[config.mk]
export PLATFORM = sky130hd
export DESIGN_NAME = shift_ctrl
export DESIGN_NICKNAME = d
export VERILOG_FILES = /design/src/rtl/alu_pkg.sv /design/src/rtl/shift_step.sv /design/src/rtl/shift_ctrl.sv
export SDC_FILE = /design/constraint.sdc
export NUM_CORES = 1
export LEC_CHECK = 0
export CORE_MARGIN = 4
export CORE_UTILIZATION = 30
export DETAILED_ROUTE_END_ITERATION = 6
export HOLD_SLACK_MARGIN = 0.03
export PLACE_DENSITY_LB_ADDON = 0.25
export SETUP_SLACK_MARGIN = 0.02
export SYNTH_ARGS = -nofsm -noshare
export SYNTH_HDL_FRONTEND = slang
export SYNTH_SLANG_ARGS = --single-unit
[constraint.sdc]
create_clock -name clk -period 1.8 [get_ports clk]
set_clock_uncertainty 0.1 [all_clocks]
set_input_delay 0.18 -clock clk [delete_from_list [all_inputs] [get_ports clk]]
set_output_delay 0.18 -clock clk [all_outputs]
set_load 0.05 [all_outputs]
[src/rtl/alu_pkg.sv]
// Shared types for the ALU shift sequencer.
// Holds the shift direction and sequencer state encodings.
package alu_pkg;

    typedef enum logic {
        DIR_LEFT  = 1'b0,
        DIR_RIGHT = 1'b1
    } dir_e;

    typedef enum logic [1:0] {
        IDLE  = 2'd0,
        SHIFT = 2'd1,
        DONE  = 2'd2
    } state_e;

endpackage

[src/rtl/shift_step.sv]
// One-bit-per-clock shift register with load and step controls.
// Rotate fill exists only when SHIFT_CTRL_ROTATE_EN is defined.
module shift_step
    import alu_pkg::*;
#(
    parameter int WIDTH = 4
) (
    input  logic             clk,
    input  logic             rst,
    input  logic             load,
    input  logic [WIDTH-1:0] load_val,
    input  logic             step,
    input  dir_e             dir,
    input  logic             rot,
    output logic [WIDTH-1:0] q
);

    logic             fill_l;
    logic             fill_r;
    logic [WIDTH-1:0] nxt;

`ifdef SHIFT_CTRL_ROTATE_EN
    assign fill_l = rot & q[WIDTH-1];
    assign fill_r = rot & q[0];
`else
    logic unused_rot;
    assign unused_rot = rot;
    assign fill_l     = 1'b0;
    assign fill_r     = 1'b0;
`endif

    always_comb begin
        nxt = q;
        unique case (dir)
            DIR_LEFT:  nxt = {q[WIDTH-2:0], fill_l};
            DIR_RIGHT: nxt = {fill_r, q[WIDTH-1:1]};
            default:   nxt = q;
        endcase
    end

    always_ff @(posedge clk or negedge rst) begin
        if (!rst) begin
            q <= '0;
        end else if (load) begin
            q <= load_val;
        end else if (step) begin
            q <= nxt;
        end
    end

endmodule

[src/rtl/shift_ctrl.sv]
// Two-port round-robin arbiter and sequencer for the serial shifter.
// Optional rotate support: define SHIFT_CTRL_ROTATE_EN.
module shift_ctrl
    import alu_pkg::*;
#(
    parameter int WIDTH   = 4,
    parameter int SHAMT_W = 3
) (
    input  logic                 clk,
    input  logic                 rst,
    input  logic [1:0]           req_valid,
    output logic [1:0]           req_ready,
    input  logic [1:0]           req_dir,
    input  logic [1:0]           req_rot,
    input  logic [2*SHAMT_W-1:0] req_shamt,
    input  logic [2*WIDTH-1:0]   req_a,
    output logic                 rsp_valid,
    input  logic                 rsp_ready,
    output logic                 rsp_id,
    output logic [WIDTH-1:0]     rsp_y
);

    state_e             state;
    state_e             state_nxt;
    logic [SHAMT_W-1:0] cnt;
    logic               last_grant;
    logic               cur_id;
    dir_e               cur_dir;
    logic               cur_rot;

    logic [1:0]         grant;
    logic               accept;
    logic               sel;
    logic [WIDTH-1:0]   a_sel;
    logic [SHAMT_W-1:0] shamt_sel;
    logic               load;
    logic               step;
    logic [WIDTH-1:0]   q;

    // Tie goes to the requester that did not win last time.
    always_comb begin
        grant = 2'b00;
        if (state == IDLE) begin
            unique case (req_valid)
                2'b11:   grant = last_grant ? 2'b01 : 2'b10;
                2'b01:   grant = 2'b01;
                2'b10:   grant = 2'b10;
                default: grant = 2'b00;
            endcase
        end
    end

    assign req_ready = grant;
    assign accept    = |grant;
    assign sel       = grant[1];
    assign a_sel     = req_a[sel*WIDTH +: WIDTH];
    assign shamt_sel = req_shamt[sel*SHAMT_W +: SHAMT_W];

    always_comb begin
        state_nxt = state;
        load      = 1'b0;
        step      = 1'b0;
        unique case (state)
            IDLE: begin
                if (accept) begin
                    load      = 1'b1;
                    state_nxt = (shamt_sel == '0) ? DONE : SHIFT;
                end
            end
            SHIFT: begin
                step = 1'b1;
                if (cnt == SHAMT_W'(1)) begin
                    state_nxt = DONE;
                end
            end
            DONE: begin
                if (rsp_ready) begin
                    state_nxt = IDLE;
                end
            end
            default: state_nxt = IDLE;
        endcase
    end

    always_ff @(posedge clk or negedge rst) begin
        if (!rst) begin
            state      <= IDLE;
            cnt        <= '0;
            last_grant <= 1'b1;
            cur_id     <= 1'b0;
            cur_dir    <= DIR_LEFT;
        end else begin
            state <= state_nxt;
            if (load) begin
                cnt        <= shamt_sel;
                last_grant <= sel;
                cur_id     <= sel;
                cur_dir    <= dir_e'(req_dir[sel]);
            end else if (step) begin
                cnt <= cnt - SHAMT_W'(1);
            end
        end
    end

`ifdef SHIFT_CTRL_ROTATE_EN
    always_ff @(posedge clk or negedge rst) begin
        if (!rst) begin
            cur_rot <= 1'b0;
        end else if (load) begin
            cur_rot <= req_rot[sel];
        end
    end
`else
    logic [1:0] unused_req_rot;
    assign unused_req_rot = req_rot;
    assign cur_rot        = 1'b0;
`endif

    shift_step #(
        .WIDTH(WIDTH)
    ) u_step (
        .clk     (clk),
        .rst     (rst),
        .load    (load),
        .load_val(a_sel),
        .step    (step),
        .dir     (cur_dir),
        .rot     (cur_rot),
        .q       (q)
    );

    assign rsp_valid = (state == DONE);
    assign rsp_y     = q;
    assign rsp_id    = cur_id;

endmodule

==> flow_metrics.tcl <==
set metrics [dict create \
    layout_common_cells "clkdlybuf4s50_1 (21), mux2i_1 (10), buf_4 (10)" \
    clk_path_buf_depth 2 \
    drc 0 \
    grt_first_pass_wirelength_um 3000 \
    status "finished, final reports clean" \
    htree_levels 1 \
    synth_fp_nets 100 \
    p_leak_uw 0.000549 \
    worstReg2RegEnd "state[1]" \
    r2r_setup_slack_ns 0.24 \
    fillers 224 \
    worst_pin_slew_ns 0.570 \
    place_area_um2 1090 \
    arrival_ns 1.43 \
    cp_max_fo 2 \
    dr.max_layer_used "met4" \
    crit_chain "clkdlybuf4s50_1" \
    synth_seq_cells 12 \
    area_growth_pct 58.1 \
    start_util 0.323 \
    drt_wl_total_um 1830 \
    period_needed_ns 1.71 \
    rsz0062_at_grt "false" \
    cp_top_family "buffers and inverters" \
    postRouteAntennaNets 0 \
    yosysUniqueCellTypes 30 \
    port-buffer-count 28 \
    drive_gt1_frac 0.241 \
    die_w_um 57.5 \
    drtPass1Iterations 4 \
    max_freq_ghz 0.586 \
    grt_antenna_before_repair 0 \
    final_nets 138 \
    utilization 0.510 \
    die-area_um2 3300 \
    ir_worst_vdd_v 0.000861 \
    num_antenna_cells 0 \
    drt_iter0_drc 8 \
    design.core.area_um2 2280 \
    wl_met2_um 832 \
    ctsRootBufferMaster "clkbuf_4" \
    place.gp.congestion 0.761 \
    clk_pin_slew_worst_paths_ns 0.08 \
    r2r-start "last_grant" \
    worstPathRequired_ns 1.52 \
    ff2ff_path_depth 4 \
    wl_per_cell_um 13.0 \
    hold_class "in2async" \
    period_share 0.948 \
    power_density_nw_per_um2 1620 \
    worst_path_largest_cell_delay_ns 0.80 \
    cts_tree "done" \
    endpoint_kind "primary output" \
    seq_area_frac_synth 0.411 \
    layout_commonest_cell "clkdlybuf4s50_1" \
    wl_met1_um 850 \
    synth_warnings 0 \
    grt_max_degree 13 \
    dpl_worst_slack_ns 0.120 \
    ios 31 \
    slew_violations 0 \
    die_y_um 57.5 \
    clock_latency_ns 0.27 \
    final.setup.tns_ns 0 \
    fin_ws_ns 0.0940 \
    hpwl_um 1430 \
    netlist_instances 75 \
    clock_sinks 12 \
    avgSynthCellArea_um2 9.79 \
    grt_remaining_overflow 0 \
    wl_met3_um 118 \
    syn-cell-area_um2 734 \
    maxCapViolations 0 \
    crit_path_start_kind "flip-flop" \
    critPathKind "reg2out" \
    num_vias 692 \
    relSlewSlack 0.619 \
    ctsHoldBuffers 0 \
    worst_path_max_delay_cell "clkdlybuf4s50_1" \
    numCtsBuffers 3 \
    grt_pass1_vias 675 \
    finalHoldViolations 0 \
    rows 17 \
    setup_viol 0 \
    postLayoutCellArea_um2 1160 \
    path_buf_inv 1 \
    via_per_inst 4.94 \
    grtUsageTotal 0.116 \
]
[cells by family after synthesis]
| logic type | Yosys count | share of synthesized area |
|---|---|---|
| mux | 11 | 0.157 |
| flops | 12 | 0.411 |
| fa+ha+maj | 2 | 0.0341 |
| buf+inv | 7 | 0.0409 |
| simple gates | 23 | 0.186 |
| xor+xnor | 1 | 0.0119 |
| compound gates | 19 | 0.160 |
[cells in the mapped netlist]
cell type / number / area share
nor2_4: 1 / 0.015
o21ai_0: 6 / 0.041
nor2b_1: 3 / 0.026
o211ai_1: 1 / 0.010
o221ai_1: 2 / 0.024
nor3_1: 3 / 0.020
a31oi_1: 1 / 0.0085
nand2_1: 7 / 0.036
a221o_1: 1 / 0.014
or2_2: 2 / 0.017
and3_1: 1 / 0.0085
o22ai_1: 1 / 0.0085
a211oi_1: 1 / 0.010
nor3b_1: 1 / 0.010
ha_1: 2 / 0.034
a21oi_1: 5 / 0.034
clkbuf_1: 1 / 0.0051
mux2_4: 1 / 0.020
o21a_1: 1 / 0.010
xnor2_1: 1 / 0.012
nand3_1: 1 / 0.0068
nand2b_1: 1 / 0.0085
buf_4: 1 / 0.010
nand3_2: 1 / 0.014
nor4bb_1: 1 / 0.014
dfstp_2: 1 / 0.036
and2b_1: 1 / 0.010
inv_1: 5 / 0.026
mux2i_1: 10 / 0.14
dfrtp_1: 11 / 0.37
[power by group]
group | total [uW] | switching (uW) | internal (uW)
registers | 537 | 122 | 415
clock network | 216 | 93.6 | 123
logic | 1130 | 619 | 507
total | 1880 | 835 | 1040
[registers in the layout, indices dropped and copies added (netlist names)]
signal      flops
last_grant      1
cur_dir         1
u_step.q        4
state           2
cnt             3
rsp_id          1
[layout make-up]
cell class | instances | area (um^2) | area share
clock buffers | 4 | 36.3 | 0.0313
flip-flops and latches | 12 | 304 | 0.262
repair buffers | 35 | 360 | 0.310
well taps | 28 | 35.0 | 0.0302
multi-input cells | 56 | 407 | 0.350
inverters | 5 | 18.8 | 0.0162
[how the worst max path moves through the flow]
| stage | from | to | depth (start not counted) |
|---|---|---|---|
| after floorplan | state[1] | state[1] | 3 |
| after global placement | req_valid[1] | state[1] | 4 |
| after detailed placement | req_valid[1] | state[1] | 4 |
| after CTS | state[1] | req_ready[1] | 5 |
| after global routing | state[1] | req_ready[1] | 5 |
| final | rsp_id | rsp_id | 1 |
[per-stage QoR]
step           cells  hold WS [ns]  power [uW]
3_3_place_gp     133         0.384        1580
4_1_cts          137         0.198        1840
5_1_grt          140         0.209        2010
3_5_place_dp     133         0.394        1610
6_report         140         0.172        1880
2_1_floorplan     75        -0.216        1240
[per-layer routing]
layer / GRT usage / vias up
met3: 0.0339 / 5
met2: 0.184 / 22
met5: 0 / -
met4: 0.0397 / 0
li1: - / 347
met1: 0.149 / 318
[repair_timing]
action,CTS,global route
pin swaps,0,1
gates resized for setup,3,1
setup endpoints to repair,1,1
setup buffers,0,3
(Power assumes the default switching activity.)
